`src/rtl/ram_arb_pkg.sv`:
```
// Shared types and default constants for the SDRAM port arbiter.
package ram_arb_pkg;

   localparam int unsigned ADDR_W_DEF      = 32;
   localparam int unsigned REFRESH_MAX_DEF = 8;

   // Arbiter sequencing states
   typedef enum logic [1:0] {
      StIdle,
      StIssue,
      StWaitRd,
      StRefresh
   } arb_state_t;

   // Which requester owns the command currently in flight
   typedef enum logic {
      OwnSpi,
      OwnHost
   } arb_owner_t;

endpackage

```
`src/rtl/refresh_credit.sv`:
```
// Saturating count of refresh ticks not yet serviced, plus pending/forced flags.
module refresh_credit
   import ram_arb_pkg::*;
#(
   parameter int unsigned REFRESH_MAX = REFRESH_MAX_DEF
) (
   input  logic clk,
   input  logic reset,
   input  logic i_tick,
   input  logic i_accept,
   output logic o_pending,
   output logic o_forced
);

   localparam int unsigned CNT_W = $clog2(REFRESH_MAX + 1);
   localparam logic [CNT_W-1:0] CNT_MAX = CNT_W'(REFRESH_MAX);

   logic [CNT_W-1:0] r_count;
   logic [CNT_W-1:0] w_count_nxt;

   // Tick and accept in the same cycle cancel; count clamps at both ends
   always_comb begin
      w_count_nxt = r_count;
      if (i_tick && !i_accept) begin
         if (r_count != CNT_MAX) begin
            w_count_nxt = r_count + CNT_W'(1);
         end
      end else if (!i_tick && i_accept) begin
         if (r_count != '0) begin
            w_count_nxt = r_count - CNT_W'(1);
         end
      end
   end

   // Counter register
   always_ff @(posedge clk or posedge reset) begin
      if (reset) begin
         r_count <= '0;
      end else begin
         r_count <= w_count_nxt;
      end
   end

   assign o_pending = (r_count != '0);
   assign o_forced  = (r_count == CNT_MAX);

endmodule

```
`src/rtl/ram_arbiter.sv`:
```
// Arbitrates a single SDRAM command port between the SPI flash engine, the host
// port and deferred refreshes. One command is in flight at a time.
module ram_arbiter
   import ram_arb_pkg::*;
#(
   parameter int unsigned ADDR_W      = ADDR_W_DEF,
   parameter int unsigned REFRESH_MAX = REFRESH_MAX_DEF
) (
   input  logic              clk,
   input  logic              reset,
   // SPI flash engine
   input  logic              spi_critical,
   input  logic [ADDR_W-1:0] spi_addr,
   input  logic              spi_read_enable,
   output logic [7:0]        spi_read_data,
   output logic              spi_read_valid,
   // Host port
   input  logic              host_req,
   input  logic              host_wr,
   input  logic [ADDR_W-1:0] host_addr,
   input  logic [7:0]        host_wdata,
   output logic              host_ack,
   output logic [7:0]        host_rdata,
   // Refresh timer
   input  logic              refresh_tick,
   // SDRAM controller
   output logic              mem_cmd_valid,
   input  logic              mem_cmd_ready,
   output logic [ADDR_W-1:0] mem_addr,
   output logic              mem_we,
   output logic [7:0]        mem_wdata,
   output logic              mem_refresh,
   input  logic              mem_rd_valid,
   input  logic [7:0]        mem_rd_data
);

   arb_state_t        r_state, w_state_nxt;
   arb_owner_t        r_owner, w_owner_nxt;
   logic [ADDR_W-1:0] r_addr, w_addr_nxt;
   logic              r_we, w_we_nxt;
   logic [7:0]        r_wdata, w_wdata_nxt;
   logic              r_spi_pend, w_spi_pend_nxt;
   logic [ADDR_W-1:0] r_spi_addr, w_spi_addr_nxt;
   logic              r_host_wack, w_host_wack_nxt;

   logic w_spi_grant;
   logic w_ref_pend;
   logic w_ref_forced;
   logic w_ref_accept;
   logic w_rd_hit;

   assign w_ref_accept = (r_state == StRefresh) && mem_cmd_ready;
   assign w_rd_hit     = (r_state == StWaitRd) && mem_rd_valid;

   refresh_credit #(
      .REFRESH_MAX (REFRESH_MAX)
   ) u_credit (
      .clk       (clk),
      .reset     (reset),
      .i_tick    (refresh_tick),
      .i_accept  (w_ref_accept),
      .o_pending (w_ref_pend),
      .o_forced  (w_ref_forced)
   );

   // Grant arbitration in idle, command handshake and read-return sequencing
   always_comb begin
      w_state_nxt     = r_state;
      w_owner_nxt     = r_owner;
      w_addr_nxt      = r_addr;
      w_we_nxt        = r_we;
      w_wdata_nxt     = r_wdata;
      w_spi_grant     = 1'b0;
      w_host_wack_nxt = 1'b0;
      unique case (r_state)
         StIdle: begin
            if (w_ref_forced) begin
               w_state_nxt = StRefresh;
               w_addr_nxt  = '0;
               w_we_nxt    = 1'b0;
               w_wdata_nxt = '0;
            end else if (r_spi_pend) begin
               w_state_nxt = StIssue;
               w_owner_nxt = OwnSpi;
               w_addr_nxt  = r_spi_addr;
               w_we_nxt    = 1'b0;
               w_wdata_nxt = '0;
               w_spi_grant = 1'b1;
            end else if (w_ref_pend && !spi_critical) begin
               w_state_nxt = StRefresh;
               w_addr_nxt  = '0;
               w_we_nxt    = 1'b0;
               w_wdata_nxt = '0;
            end else if (host_req && !spi_critical && !r_host_wack) begin
               // r_host_wack blocks the still-held request of a write being acked
               w_state_nxt = StIssue;
               w_owner_nxt = OwnHost;
               w_addr_nxt  = host_addr;
               w_we_nxt    = host_wr;
               w_wdata_nxt = host_wdata;
            end
         end
         StIssue: begin
            if (mem_cmd_ready) begin
               if (r_we) begin
                  w_state_nxt     = StIdle;
                  w_host_wack_nxt = (r_owner == OwnHost);
               end else begin
                  w_state_nxt = StWaitRd;
               end
            end
         end
         StWaitRd: begin
            if (mem_rd_valid) begin
               w_state_nxt = StIdle;
            end
         end
         StRefresh: begin
            if (mem_cmd_ready) begin
               w_state_nxt = StIdle;
            end
         end
         default: begin
            w_state_nxt = StIdle;
         end
      endcase
   end

   // One-deep SPI slot: a new request overwrites, and beats a same-cycle grant
   always_comb begin
      w_spi_pend_nxt = r_spi_pend;
      w_spi_addr_nxt = r_spi_addr;
      if (spi_read_enable) begin
         w_spi_pend_nxt = 1'b1;
         w_spi_addr_nxt = spi_addr;
      end else if (w_spi_grant) begin
         w_spi_pend_nxt = 1'b0;
      end
   end

   // State and command-field registers
   always_ff @(posedge clk or posedge reset) begin
      if (reset) begin
         r_state     <= StIdle;
         r_owner     <= OwnSpi;
         r_addr      <= '0;
         r_we        <= 1'b0;
         r_wdata     <= '0;
         r_spi_pend  <= 1'b0;
         r_spi_addr  <= '0;
         r_host_wack <= 1'b0;
      end else begin
         r_state     <= w_state_nxt;
         r_owner     <= w_owner_nxt;
         r_addr      <= w_addr_nxt;
         r_we        <= w_we_nxt;
         r_wdata     <= w_wdata_nxt;
         r_spi_pend  <= w_spi_pend_nxt;
         r_spi_addr  <= w_spi_addr_nxt;
         r_host_wack <= w_host_wack_nxt;
      end
   end

   // Command port driven straight from registered state and fields
   always_comb begin
      mem_cmd_valid = (r_state == StIssue) || (r_state == StRefresh);
      mem_refresh   = (r_state == StRefresh);
      mem_addr      = r_addr;
      mem_we        = r_we;
      mem_wdata     = r_wdata;
   end

   // Read data is steered combinationally to whoever owns the outstanding read
   always_comb begin
      spi_read_valid = w_rd_hit && (r_owner == OwnSpi);
      spi_read_data  = spi_read_valid ? mem_rd_data : 8'h00;
      host_ack       = r_host_wack || (w_rd_hit && (r_owner == OwnHost));
      host_rdata     = (w_rd_hit && (r_owner == OwnHost)) ? mem_rd_data : 8'h00;
   end

endmodule
```
`config.mk`:
```
export PLATFORM = sky130hd
export DESIGN_NAME = ram_arbiter
export DESIGN_NICKNAME = d
export VERILOG_FILES = /design/src/rtl/ram_arb_pkg.sv /design/src/rtl/refresh_credit.sv /design/src/rtl/ram_arbiter.sv
export SDC_FILE = /design/constraint.sdc
export NUM_CORES = 1
export LEC_CHECK = 0
export CORE_MARGIN = 1
export CORE_UTILIZATION = 40
export CTS_CLUSTER_DIAMETER = 200
export DETAILED_ROUTE_END_ITERATION = 6
export PLACE_DENSITY = 0.81
export SYNTH_ARGS = -nofsm -noshare
export SYNTH_HDL_FRONTEND = slang
export SYNTH_SLANG_ARGS = --single-unit
```
`constraint.sdc`:
```
create_clock -name clk -period 4.65 [get_ports clk]
set_clock_uncertainty 0.2 [all_clocks]
set_input_delay 1.395 -clock clk [delete_from_list [all_inputs] [get_ports clk]]
set_output_delay 1.395 -clock clk [all_outputs]
set_load 0.005 [all_outputs]
```
# After elaboration in Yosys (flattened, before gate mapping)

Cells that the tools add are included.
Widths: inputs -> output; s select.

Bits of input ports: 89
Logic and storage cells: 88
Register bits after elaboration: 82

Reductions and logical operators: 26
Equality and inequality tests: 11
Bitwise operators: 2
Muxes and demuxes: 38
Add/subtract/negate cells: 2

Operator list:

| cell                | count |
|---|---|
| $mux 32             | 4 |
| $mux 8              | 6 |
| $mux 2              | 8 |
| $mux 4              | 4 |
| $mux 1              | 15 |
| $ne 2x2->1 const B  | 5 |
| $logic_and 1x1->1   | 9 |
| $pmux 2 s4          | 1 |
| $reduce_and 4->1    | 2 |
| $reduce_bool 2->1   | 4 |
| $reduce_bool 4->1   | 2 |
| $ne 5x4->1 const B  | 1 |
| $add 4x1->4 const B | 1 |
| $eq 2x2->1 const B  | 2 |
| $eq 4x4->1 const B  | 1 |
| $logic_not 1->1     | 4 |
| $ne 4x4->1 const B  | 1 |
| $sub 4x1->4 const B | 1 |
| $reduce_and 3->1    | 1 |
| $eq 2x1->1 const B  | 1 |
| $logic_not 2->1     | 1 |
| $logic_or 1x1->1    | 2 |
| $not 1->1           | 2 |
| $reduce_and 2->1    | 1 |

# Depth between registers and ports, before layout

Depth in word-level cells: 8
Mapped depth: 9
Mapped depth without buffers: 8

# Hierarchy

From an unflattened synthesis, not the netlist that was laid out.

Cells, all modules: 342
Area, all modules: 4103.9 µm²

By module, submodules not included:

| module         | area each (µm²) | seq. area each (µm²) | cells an instance | times used |
|---|---|---|---|---|
| ram_arbiter    | 3788.6          | 1951.9               | 310               | 1 |
| refresh_credit | 315.3           | 100.1                | 32                | 1 |

# Worst setup path after synthesis

No wires, ideal clock.

Path type: input to output
Start: input port mem_rd_valid
End: output port spi_read_data[0]
Setup slack: 0.972 ns
Buffers on the path: 0
Arrival time: 2.083 ns
Data required time: 3.055 ns
Cell stages on the path: 3
Cells stage by stage: nand2_1 -> nor3_1 -> and2_1

Cells in the longest elaborated chain, start to end: 3

RTL lines:

| what               | line               | text |
|---|---|---|
| from (decl)        | ram_arbiter.sv:33  | `input logic mem_rd_valid,` |
| $logic_and 1x1->1  | ram_arbiter.sv:53  | `assign w_rd_hit = (r_state == StWaitRd) && mem_rd_valid;` |
| $logic_and 1x1->1  | ram_arbiter.sv:175 | `spi_read_valid = w_rd_hit && (r_owner == OwnSpi);` |
| via spi_read_valid | ram_arbiter.sv:16  | `output logic spi_read_valid,` |
| $mux 8             | ram_arbiter.sv:176 | `spi_read_data = spi_read_valid ? mem_rd_data : 8'h00;` |
| to (decl)          | ram_arbiter.sv:15  | `output logic [7:0] spi_read_data,` |

The timed path passes the listed nets, and every way through them passes these cells.

# Worst setup path in the final report

Start: input port mem_rd_valid
End: output port host_rdata[0]

Cells in the longest elaborated chain, start to end: 3

RTL lines:

| what              | line               | text |
|---|---|---|
| $logic_and 1x1->1 | ram_arbiter.sv:53  |  |
| $logic_and 1x1->1 | ram_arbiter.sv:178 | `host_rdata = (w_rd_hit && (r_owner == OwnHost)) ? mem_rd_data : 8'h00;` |
| $mux 8            | ram_arbiter.sv:178 |  |
| to (decl)         | ram_arbiter.sv:23  | `output logic [7:0] host_rdata,` |

No other way between the ends.

==> reports/qor.yml <==
grt:
  grt_max_degree: 43
  grt_usage: 0.200
  grt_pass1_wl_microns: 15000
  grt_pass1_vias: 2985
  gr-total-overflow: 0
  grt_antenna_before_repair: 0
clock_tree:
  clock_latency_ps: 350
  cts_buffers: 9
  post_cts_resized: 0
  cts_hold_buf: 0
  clockBufferDepth: 2
  clock-root-buffer: "clkbuf_8"
  htreeDepth: 3
  post_cts.repair.setup_buffers: 0
  cts_sinks: 82
  path_clk_slew_ps: 80
  cts_tree: "done"
drt:
  viasPerCell: 5.41
  num_vias: 2940
  wirelength_microns: 9090
  avgRoutedWirePerCell_microns: 16.7
  dr.pass1.iters: 6
  drtAntennaViolNets: 0
  drc: 32
  drt_iter0_markers: 96
outcome:
  status: "finished with violations"
  violations: "design-rule violations"
hold_path:
  hp-start: "mem_addr[7]"
  min_delay_path_depth: 1
  min_to: "mem_addr[7]"
  hold_path_class: "register to register"
finish:
  fin_util: 0.623
  diodes: 0
  final_nets: 523
  drive_above_1_share: 0.149
  syn2layout_area_growth_pct: 49.9
yosys:
  synth_area_sq_um: 3660
  synth_edf_count: 0
  synth_nets: 378
  synth_area_leaders: "dfrtp_1 (56%), a22o_1 (17%), mux2_2 (10%), and2_1 (2.9%), buf_2 (1.5%)"
  synth_area_per_cell_sq_um: 12.8
  ys_types: 32
  yosys_warnings: 0
  synthArstFlopShare: 1.00
  synth_cells: 285
  synth_top_area_frac: 0.561
  ys_ff_latch: 82
  synth_area_leader_cell: "dfrtp_1"
  seq_area_frac_synth: 0.561
  ys.flop_type: "dfrtp_1"
die:
  design.die.area_sq_um: 9530
  rows: 34
  initial_core_util: 0.415
  die_h_microns: 97.6
  io_pins: 150
  fp.coreArea_sq_um: 8810
  die_w_microns: 97.6
power:
  ir_worst_vdd_v: 0.000204
  leakagePower_nw: 2.31
  p_per_area_nw_per_um2: 510
timing:
  worst_pin_slew_ps: 821
  setup_viol: 0
  max_slew_margin: 0.445
  min_period_ps: 4510
  hold_violations: 0
  fmax_ghz: 0.222
  finalMaxSlewViolations: 0
  rsz0062_at_grt: "false"
  finalSetupTns_ps: 0
  fin_crit_sh: 0.970
placement:
  portBuffers: 149
  place_congestion: 0.762
  dp_hpwl_microns: 6440
critical_path:
  regToRegEndpoint: "mem_addr[16]"
  crit_chain: "clkdlybuf4s50_1 -> nand2_1 -> nor3b_2 -> buf_4 -> and2_1 -> clkdlybuf4s50_1"
  r2r_start: "u_credit.r_count[0]"
  crit_fanout: 9
  crit_arrival_ps: 2910
  rrSetupSlack_ps: 2100
  cp-start-kind: "input pin"
  setup.worst_path.end_class: "output pin"
  worstPathRequired_ps: 3050
  crit_slowest_cell: "clkdlybuf4s50_1"
  critical-path-max-stage-delay_ps: 510
  crit_start: "mem_rd_valid"
  reg2reg_depth: 5
  cpMostUsedCell: "clkdlybuf4s50_1"
  path_class: "input pin to output pin"
flow_run:
  cap_violations: 0
-- area by class of cell --
| class | count | area [sq um] |
|---|---|---|
| multi-input cells | 177 | 1520 |
| clock buffers | 10 | 138 |
| repair buffers | 156 | 1550 |
| inverters | 4 | 16.3 |
| clock inverters | 6 | 72.6 |
| fillers | 733 | 3320 |
| well taps | 108 | 135 |
| flip-flops and latches | 82 | 2050 |
-- report_power, final --
part           leakage [nW]  switching, mW  internal, mW  total [mW]
combinational          1.20          0.500         0.697        1.20
sequential             1.01          0.152         0.911        1.06
clock                 0.103          0.270         0.269       0.538
total                  2.31          0.922          1.88        2.80
-- per-layer routing --
layer  wire length [microns]  track usage  up-vias
li1                        -            -     1352
met1                    3870        0.256     1452
met2                    4340        0.330      127
met3                     786       0.0583        9
met4                      89       0.0583        0
met5                       0            0        -
-- per-stage QoR --
step	worst slack (ps)	instance area [sq um]	power, mW	hold WS [ps]	instances
final	141	5480	2.80	307	543
after global routing	34.7	5480	2.98	323	543
after CTS	95.7	5480	2.83	311	543
after detailed placement	104	5270	2.28	291	527
after global placement	142	5270	2.25	287	527
after floorplan	947	3660	1.72	281	285
-- Yosys cell counts, types with 2 or more instances --
cell type,instances
a21o_1,3
a21oi_1,6
a22o_1,73
and2_1,17
buf_2,11
clkbuf_1,11
dfrtp_1,82
ha_1,4
inv_1,4
mux2_2,33
nand2_1,8
nand2b_1,5
nor2_1,3
nor3_1,3
nor3b_1,2
xnor2_1,4
-- state kept, by name, indices dropped and copies added, names as in the netlist --
name              cells
mem_addr             32
mem_wdata             8
mem_we                1
r_host_wack           1
r_owner               1
r_spi_addr           32
r_spi_pend            1
r_state               2
u_credit.r_count      4
-- logic make-up (layout without fill, tap and decap cells) --
family,count (synthesis),after routing,share of synthesized area
compound gates,88,88,0.206
flops,82,82,0.561
simple gates,47,47,0.0756
mux,33,33,0.102
buf+inv,26,176,0.0304
xor+xnor,5,5,0.0120
fa+ha+maj,4,4,0.0137
-- worst max path at each step --
stage | end | slack, ps
floorplan | mem_addr[0] | 950
CTS | host_rdata[0] | 100
global placement | host_rdata[0] | 140
detailed placement | host_rdata[0] | 100
finish | host_rdata[0] | 140
global route | host_rdata[0] | 30
-- worst max-delay path: cells and delay by family --
| family | cells | cell delay, ps |
|---|---|---|
| buffers and inverters | 3 | 1150 |
| AND/OR/NAND/NOR | 3 | 370 |
-- cell usage in the layout, fill, tap and decap left out, drive strengths merged, types with 2 or more instances in the layout --
| master | synthesis | layout |
|---|---|---|
| clkdlybuf4s50 | 0 | 148 |
| buf | 11 | 8 |
| a21oi | 7 | 7 |
| nor3b | 2 | 2 |
| mux2 | 33 | 33 |
| nor2 | 3 | 3 |
| clkinv | 0 | 3 |
| dfrtp | 82 | 82 |
| inv | 4 | 5 |
| nor3 | 4 | 4 |
| a21o | 3 | 3 |
| a22o | 73 | 73 |
| ha | 4 | 4 |
| xnor2 | 4 | 4 |
| clkbuf | 11 | 10 |
| nand2b | 5 | 5 |
| nand2 | 8 | 8 |
| and2 | 17 | 17 |
(Power assumes the default switching activity.)
